File: config.mk
export PLATFORM = sky130hd
export DESIGN_NAME = uart_rx
export DESIGN_NICKNAME = d
export VERILOG_FILES = /design/src/rtl/uart_rx.sv
export SDC_FILE = /design/constraint.sdc
export NUM_CORES = 1
export LEC_CHECK = 0
export CORE_ASPECT_RATIO = 1.5
export CORE_MARGIN = 2
export CORE_UTILIZATION = 45
export DETAILED_ROUTE_END_ITERATION = 8
export PLACE_DENSITY_LB_ADDON = 0.3
export SLEW_MARGIN = 10
export SYNTH_ARGS = -nofsm -noshare
export SYNTH_HDL_FRONTEND = slang
export SYNTH_SLANG_ARGS = --single-unit
File: constraint.sdc
create_clock -name clk -period 2.1 [get_ports clk]
set_input_delay 0.42 -clock clk [delete_from_list [all_inputs] [get_ports clk]]
set_output_delay 0.42 -clock clk [all_outputs]
set_load 0.005 [all_outputs]
File: src/rtl/uart_rx.sv
// uart_rx: 8N1 UART receiver, the receive-side companion to uart_tx.
// The rx pin is synchronized, each frame is located by its start bit,
// every bit is sampled at mid-bit, and the finished byte is held in an
// output register behind a valid/ready handshake. Framing errors
// (including a line break) and overruns are reported as one-cycle pulses.

module uart_rx #(
    parameter int CD_MAX   = 10416,
    parameter int CD_WIDTH = 16
) (
    input  logic       clk,
    input  logic       rst_n,
    input  logic       rx,
    output logic [7:0] rx_data,
    output logic       rx_valid,
    input  logic       rx_ready,
    output logic       frame_err,
    output logic       overrun,
    output logic       busy
);

    // Last count value of a bit period and the half-period offset that
    // moves the sampling point from the start-bit edge to mid-bit.
    localparam logic [CD_WIDTH-1:0] CD_LAST = CD_WIDTH'(CD_MAX);
    localparam logic [CD_WIDTH-1:0] HALF    = CD_WIDTH'(CD_MAX / 2);

    // LINE_BREAK waits out a low line after a bad stop bit so a held-low
    // line reports one error instead of a stream of bogus frames.
    typedef enum logic [2:0] {
        IDLE,
        START,
        DATA,
        STOP,
        LINE_BREAK
    } state_t;

    state_t                state;
    logic [CD_WIDTH-1:0]   cd_count;
    logic [2:0]            bit_idx;
    logic [7:0]            shift;
    logic                  rx_meta;
    logic                  rx_s;

    // Two-flop synchronizer; idles high so reset never looks like a start bit.
    always_ff @(posedge clk or negedge rst_n) begin
        if (!rst_n) begin
            rx_meta <= 1'b1;
            rx_s    <= 1'b1;
        end else begin
            rx_meta <= rx;
            rx_s    <= rx_meta;
        end
    end

    // Receive FSM with bit timing, shifting, delivery handshake and error pulses.
    always_ff @(posedge clk or negedge rst_n) begin
        if (!rst_n) begin
            state     <= IDLE;
            cd_count  <= '0;
            bit_idx   <= 3'd0;
            shift     <= 8'h00;
            rx_data   <= 8'h00;
            rx_valid  <= 1'b0;
            frame_err <= 1'b0;
            overrun   <= 1'b0;
            busy      <= 1'b0;
        end else begin
            // Error flags are single-cycle pulses unless re-armed below.
            frame_err <= 1'b0;
            overrun   <= 1'b0;

            // A consumer accepting the held byte frees the register; a
            // frame completing on this same edge may refill it below.
            if (rx_valid && rx_ready) begin
                rx_valid <= 1'b0;
            end

            case (state)
                IDLE: begin
                    cd_count <= '0;
                    if (!rx_s) begin
                        state <= START;
                        busy  <= 1'b1;
                    end else begin
                        busy  <= 1'b0;
                    end
                end

                START: begin
                    if (cd_count == HALF) begin
                        cd_count <= '0;
                        if (!rx_s) begin
                            state   <= DATA;
                            bit_idx <= 3'd0;
                        end else begin
                            // Line went back high before mid-bit: a glitch.
                            state <= IDLE;
                            busy  <= 1'b0;
                        end
                    end else begin
                        cd_count <= cd_count + 1'b1;
                    end
                end

                DATA: begin
                    if (cd_count == CD_LAST) begin
                        cd_count <= '0;
                        shift    <= {rx_s, shift[7:1]};
                        if (bit_idx == 3'd7) begin
                            state   <= STOP;
                            bit_idx <= 3'd0;
                        end else begin
                            bit_idx <= bit_idx + 3'd1;
                        end
                    end else begin
                        cd_count <= cd_count + 1'b1;
                    end
                end

                STOP: begin
                    if (cd_count == CD_LAST) begin
                        cd_count <= '0;
                        if (rx_s) begin
                            state <= IDLE;
                            busy  <= 1'b0;
                            if (!rx_valid || rx_ready) begin
                                rx_data  <= shift;
                                rx_valid <= 1'b1;
                            end else begin
                                overrun <= 1'b1;
                            end
                        end else begin
                            frame_err <= 1'b1;
                            state     <= LINE_BREAK;
                        end
                    end else begin
                        cd_count <= cd_count + 1'b1;
                    end
                end

                LINE_BREAK: begin
                    cd_count <= '0;
                    if (rx_s) begin
                        state <= IDLE;
                        busy  <= 1'b0;
                    end
                end

                default: begin
                    state    <= IDLE;
                    cd_count <= '0;
                    bit_idx  <= 3'd0;
                    busy     <= 1'b0;
                end
            endcase
        end
    end

endmodule

[Yosys cells after proc, flatten, opt, wreduce, memory -nomap -nowiden]
Cells that the tools add are included.
Word-level totals
  input port bits: 4
  register bits after elaboration: 44
  word-level logic and storage cells: 73
Operators by class
  bitwise operators: 2
  reduce and logical (&&, ||, !) cells: 11
  $add $sub $neg: 2
  equality and inequality tests: 14
  mux-type cells: 33
Operators by type and width (count)
  3-bit 2-to-1 mux: 11
  16-bit 2-to-1 mux: 2
  16-bit one-hot mux with 2 select lines: 1
  16-bit by 1-bit adder with 16-bit output, second input constant: 1
  16-bit by 13-bit equality test with 1-bit output, second input constant: 1
  16-bit by 14-bit equality test with 1-bit output, second input constant: 1
  1-bit 2-to-1 mux: 15
  3-bit one-hot mux with 5 select lines: 1
  2-bit != test, second input constant: 7
  3-bit one-hot mux with 3 select lines: 1
  4-bit AND reduction: 2
  3-bit by 2-bit equality test with 1-bit output, second input constant: 2
  3-bit equality test, second input constant: 2
  6-bit AND reduction: 1
  1-bit one-hot mux with 5 select lines: 1
  3-bit by 1-bit adder with 3-bit output, second input constant: 1
  3-bit by 1-bit equality test with 1-bit output, second input constant: 1
  3-bit logical NOT: 1
  3-bit AND reduction: 1
  3-bit OR reduction: 1
  2-bit 2-to-1 mux: 1
  1-bit inverter: 2
  2-bit AND reduction: 1
  2-bit OR reduction: 1
  3 further kinds: 3

[Depth between registers and ports, before layout]
Gate-level depths: netlist of run 1.
  word-level depth: 6
  depth in mapped cells: 7
  mapped depth without buffers: 6

[Least setup slack after synthesis of run 1]
Ideal clock, no wire load.
  path kind: register -> register
  from: register cd_count[0]
  to: register rx_data[0]
  path buffers: 0
  path slack: 261 ps
  stages on the path, launching flop included: 7
  library setup time: 125 ps
  clock period less this slack: 1839 ps
  data required time: 1975 ps
  arrival: 1715 ps
  cell sequence: dfrtp_1 -> inv_1 -> ha_1 -> nor4b_4 -> nand4_2 -> nor2_4 -> mux2_2
On the way
  word-level cells in the longest chain between the ends: 2
RTL lines
  start, declared: RTL line 38  | logic [CD_WIDTH-1:0] cd_count;
  start signal, assigned: RTL line 101  | cd_count <= cd_count + 1'b1;
  start signal, assigned: RTL line 116  | cd_count <= cd_count + 1'b1;
  start signal, assigned: RTL line 137  | cd_count <= cd_count + 1'b1;
  16-bit by 14-bit equality test with 1-bit output: RTL line 121  | if (cd_count == CD_LAST) begin
  4-bit AND reduction (no source line)
  end signal, assigned: RTL line 127  | rx_data <= shift;
  end, declared: RTL line 14  | output logic [7:0] rx_data,
No other way between the ends.
A chain may end at the register's enable or synchronous reset.

[Worst setup path in the final report of run 1]
  from: register cd_count[1]
  to: register bit_idx[0]
On the way
  word-level cells in the longest chain between the ends: 3
  elaborated cells between the ends (all ways): 5
  those cells by class: eq/ne: 4; reduce/logical: 1
RTL lines
  16-bit by 14-bit equality test with 1-bit output or 16-bit by 13-bit equality test with 1-bit output (tied branches): RTL line 106, 90
  2-bit != test (no source line)
  4-bit AND reduction (no source line) (*)
  end signal, assigned: RTL line 113  | bit_idx <= bit_idx + 3'd1;
  end, declared: RTL line 39  | logic [2:0] bit_idx;
Mark *: on every way between the ends. The rest lies on a longest branch, timed or not.

==> results.cfg, run 1 <==
[status]
status = completed

[timing]
finalHoldViolations = 0
skew_ns = 0.01349
rsz0062_at_grt = false
fin_crit_sh_pct = 88.73
slew_violations = 0
max_freq_mhz = 536.7
timing.slew.headroom_pct = 62.61
tightest_slew_ns = 0.5609
setup_tns_ns = 0
setup_viol_count_final = 0
fin_crit_ns = 1.863

[drt]
drtIter0Drc = 75
num_vias = 1418
viasPerCell = 5.232
drt_wl_total_um = 3926
drc = 0
ant_nets = 0
routedWlPerCell_um = 14.49
firstDrtPassIters = 4

[setup_path]
crit_fanout = 6
worst_setup_path_start_kind = flip-flop
path_class = reg2reg
path_buf_inv = 2
crit_arrival_ns = 2.04
slowest_stage = dfrtp_1
cp_top_family = compound AO/OA/AOI/OAI gates
ff2ff_setup_slack_ns = 0.24
cp.required_ns = 2.28
cp-end-kind = flip-flop
cp_slowest_stage_delay_ns = 0.44
path_cells = inv_1 -> ha_1 -> nor4b_4 -> nand4_2 -> buf_4 -> a22oi_1 -> a31oi_1

[synthesis]
synth_fp_nets = 194
yosys_warnings = 0
synth_seq_cells = 44
syn_area_per_cell_um2 = 11.48
synth_cell_type_count = 42
syn_inst = 186
async_flop_share_pct = 100.0
seq_area_frac_synth_pct = 51.67
synth-edff-count = 0
yosys_most_used_dff = dfrtp_1
netlist_area_mm2 = 0.002136

[global_routing]
antenna_found_initial = 0
grt_pass1_vias = 1507
grt_max_degree = 45
grt_pass1_wl_um = 6679
gr-total-overflow = 0
grt.total_usage_pct = 16.68

[layout]
antenna_cells = 0
final_cell_mix = 42 x dfrtp_1, 20 x nor2_1, 16 x mux2_2
layout-drive-gt1-share_pct = 20.77
fillerInstances = 394
synthToLayoutAreaGrowth_pct = 15.47
fin_util_pct = 54.30
layout.nets = 214
final_common_cell = dfrtp_1

[clock_tree]
numCtsBuffers = 5
clk_latency_ns = 0.30
cts-root-buf = clkbuf_8
tritoncts = built
ctsHoldBuffers = 0
clkSinkCount = 44
clk_pin_slew_worst_paths_ns = 0.09
post-cts-setup-buffers = 0
cts_resized = 0
cts_buffer_depth = 2
cts_max_level = 2

[floorplan]
die-area_mm2 = 0.005325
core_mm2 = 0.004542
placement_rows = 30
dieHeight_um = 88.38
top_level_ports = 16
initial_utilization_pct = 47.02
die_w_um = 60.25

[pwr]
cellLeakagePower_nw = 1.123
internal-power_w = 0.001124
swShare_pct = 22.39
pwr-share-clk_pct = 39.3
p_sw_w = 0.0003242
power_frac_seq_pct = 58.9
p_per_area_mw_per_mm2 = 587.3
power_frac_comb_pct = 1.8
peakVddDrop_v = 0.0005325

[placement]
portBuffers = 15
gp_congestion = 0.8649
post-dp-hpwl_um = 2829

[job]
max_cap_violations = 0

[min_path]
worstHoldPathType = in2async
[metal layers]
metal	global-route usage [%]	part of all wire, %
met3	3.509	2.1
met1	18.84	41
met5	0	0
met2	29.94	55
met4	6.465	1.8
[power groups by stage]
stage	Sequential [W]	Combinational, W	Clock, W
after floorplan	0.000867	0.00000637	0
after CTS	0.000853	0.0000282	0.000586
final	0.000853	0.0000268	0.000569
after global placement	0.000869	0.0000270	0
after global routing	0.000853	0.0000313	0.000615
after detailed placement	0.000869	0.0000285	0
[flip-flops by register name, summed over array words and instances, names as in the netlist]
register,flops
rx_data,8
busy,1
rx_valid,1
rx_s,1
overrun,1
cd_count,16
rx_meta,1
frame_err,1
bit_idx,3
state,3
shift,8
[cells in the mapped netlist, types with 2 or more instances]
cell type,number,area [µm²]
a21oi_1,4,20.02
a22oi_1,2,15.01
a31oi_1,4,25.02
and3b_1,2,17.52
and4bb_2,2,25.02
buf_6,2,22.52
clkbuf_1,4,15.01
dfrtp_1,42,1051
dfstp_2,2,52.55
ha_1,4,50.05
inv_1,9,33.78
mux2_2,16,180.2
nand2_1,7,26.28
nand2b_1,3,18.77
nand3_1,11,55.05
nand4_2,2,25.02
nor2_1,20,75.07
nor2b_1,2,12.51
nor3_1,4,20.02
nor3b_1,2,15.01
nor4_1,5,31.28
nor4b_1,2,17.52
o211ai_1,2,15.01
o21ai_0,3,15.01
or3_1,2,12.51
xnor2_1,12,105.1
[layout make-up]
type                            instances  area (µm²)  share of cell area [%]
Sequential cell                        44        1104                   44.75
Multi-Input combinational cell        126       955.9                   38.76
Timing Repair Buffer                   20       195.2                   7.915
Clock buffer                            6       82.58                   3.349
Tap cell                               64       80.08                   3.247
Inverter                                9       33.78                   1.370
Clock inverter                          2       15.01                  0.6088
[final timing paths]
path | from | endpoint | cells past startpoint
max | cd_count[1]$_DFF_PN0_ | bit_idx[0]$_DFFE_PN0P_ | 7
min | rst_n | cd_count[13]$_DFF_PN0_ | 2
max reg2reg | cd_count[1]$_DFF_PN0_ | bit_idx[0]$_DFFE_PN0P_ | 7
min reg2reg | rx_meta$_DFF_PN1_ | rx_s$_DFF_PN1_ | 0
max in group asynchronous | rst_n | rx_data[6]$_DFFE_PN0P_ | 2
min in group clk | rx_meta$_DFF_PN1_ | rx_s$_DFF_PN1_ | 0
[through the flow]
step	hold slack, ns	power (W)	setup WS [ns]	cells	instance area, µm²
floorplan	0.1244	0.0008736	0.2605	186	2136
global placement	0.3483	0.0008963	0.2226	263	2369
detailed placement	0.3510	0.0008979	0.1906	263	2369
CTS	0.2045	0.001467	0.2183	271	2466
global route	0.2294	0.001500	0.07691	271	2466
finish	0.1803	0.001448	0.2366	271	2466
[cell families after synthesis]
| kind of cell | count (synthesis) | synth area share (%) |
|---|---|---|
| buf+inv | 16 | 3.573 |
| xor+xnor | 13 | 5.331 |
| compound gates | 19 | 6.443 |
| fa+ha+maj | 4 | 2.343 |
| flops | 44 | 51.67 |
| mux | 16 | 8.436 |
| simple gates | 74 | 22.20 |
Note: power is estimated with default switching activity, not from simulation.
==> inputs of run 2 (changes only) <==
Settings changed: CORE_MARGIN 2 to unset.
==> run 2 against run 1 <==
Sequential share of layout area decreased by 0.14 points; count of clock-buffer cells in the layout unchanged; setup slack improved by 0.00053 ns; utilization increased by 0.17 points.
==> results.cfg, run 2 (same netlist as run 1, synthesis figures left out) <==
[status]
status = completed

[layout]
multi_input_area_um2 = 955.9
largest_register_ff_count = 16
instances_no_fill = 272
antenna_cells = 0
stdcell_area_mm2 = 0.002474
layout.nets = 215
top_register = cd_count
final_cell_mix = 42 x dfrtp_1, 20 x nor2_1, 16 x mux2_2
synthToLayoutAreaGrowth_pct = 15.82
final_common_cell = dfrtp_1
layout-drive-gt1-share_pct = 21.15
reg_top3 = cd_count x16, rx_data x8, shift x8
fillerInstances = 392
regArea_mm2 = 0.001104

[drt]
drt_wl_total_um = 4050
ant_nets = 0
firstDrtPassIters = 4
drtIter0Drc = 46
viasPerCell = 5.338
drc = 0
routedWlPerCell_um = 14.89
num_vias = 1452

[clock_tree]
ctsHoldBuffers = 0
cts_buffer_depth = 2
clkSinkCount = 44
clk_latency_ns = 0.30
numCtsBuffers = 5
post-cts-setup-buffers = 0
cts-root-buf = clkbuf_8
cts_max_level = 2
clk_pin_slew_worst_paths_ns = 0.09
tritoncts = built
cts_resized = 0

[pwr]
p_per_area_mw_per_mm2 = 583.6
cellLeakagePower_nw = 1.127
peakVddDrop_v = 0.0004298

[placement]
portBuffers = 15
place_area_mm2 = 0.002376
gp_congestion = 0.8829
placed_cells_incl_taps = 264
post-dp-hpwl_um = 2977

[timing]
finalHoldViolations = 0
fin_crit_sh_pct = 88.71
fin_crit_ns = 1.863
slew_violations = 0
skew_ns = 0.01031
timing.slew.headroom_pct = 67.09
setup_tns_ns = 0
rsz0062_at_grt = false
max_freq_mhz = 536.8
setup_viol_count_final = 0
tightest_slew_ns = 0.4916
whs_ns = 0.04350

[global_routing]
grt_max_degree = 20
grt_pass1_vias = 1499
antenna_found_initial = 0
grt_pass1_wl_um = 6803
grt.total_usage_pct = 17.86
gr-total-overflow = 0

[job]
max_cap_violations = 0

[setup_path]
cp_slowest_stage_delay_ns = 0.43
crit_path_start = cd_count[1]$_DFF_PN0_
crit_arrival_ns = 2.04
reg2reg_depth = 7
rr_startpoint = cd_count[1]$_DFF_PN0_
cp-end-kind = flip-flop
path_class = reg2reg
worst_setup_path_start_kind = flip-flop
cp.required_ns = 2.28
path_cells = inv_1 -> ha_1 -> nor4b_4 -> nand4_2 -> buf_4 -> a22oi_1 -> o211ai_1
slowest_stage = dfrtp_1
crit_fanout = 6

[floorplan]
placement_rows = 30
die_w_um = 58.25
core_mm2 = 0.004542
dieHeight_um = 86.38
die-area_mm2 = 0.005031
top_level_ports = 16
initial_utilization_pct = 47.02

[min_path]
worstHoldPathType = in2async
==> run 2: cell count changes in the layout (fill, tap and decap cells not counted), sizes merged <==
cell and delta:
buf +1
==> run 2: path summary, 6_finish.rpt <==
path | to | slack [ns]
min in group clk | rx_s$_DFF_PN1_ | 0.36
max | bit_idx[1]$_DFFE_PN0P_ | 0.24
min reg2reg | rx_s$_DFF_PN1_ | 0.36
min | cd_count[14]$_DFF_PN0_ | 0.04
max in group asynchronous | rx_s$_DFF_PN1_ | 1.42
max reg2reg | bit_idx[1]$_DFFE_PN0P_ | 0.24
==> run 2: worst max-delay path, delay by kind of cell, from the launching register on <==
family,cells,cell delay (ns)
simple gates,2,0.44
buf+inv,2,0.27
fa+ha+maj,1,0.14
compound gates,2,0.46
flops,1,0.43
==> run 2: area by class of cell <==
| cell class | instances | share of cell area [%] |
|---|---|---|
| Clock buffer | 6 | 3.338 |
| Clock inverter | 2 | 0.6070 |
| Inverter | 9 | 1.366 |
| Multi-Input combinational cell | 126 | 38.64 |
| Sequential cell | 44 | 44.61 |
| Tap cell | 64 | 3.237 |
| Timing Repair Buffer | 21 | 8.194 |
==> run 2: metal layers <==
metal	share of wire [%]	up-vias	track usage, %
met5	0	-	0
met4	1.7	0	8.225
met3	2.9	6	4.179
met2	55	27	32.18
met1	41	721	19.35
li1	-	698	-
==> run 2: per-stage QoR <==
stage	power [W]	utilization (%)	setup slack [ns]
after floorplan	0.0008736	-	0.2605
after global placement	0.0008976	52.31	0.2195
after detailed placement	0.0008996	52.31	0.2079
after CTS	0.001465	54.46	0.2314
after global routing	0.001500	54.46	0.08481
final	0.001444	54.46	0.2371
==> run 2: where the power goes <==
part           total [W]  switching [W]  internal [W]
Sequential      0.000853     0.00000267      0.000850
Combinational  0.0000288      0.0000201    0.00000868
Clock           0.000562       0.000296      0.000266
Total            0.00144       0.000319       0.00112
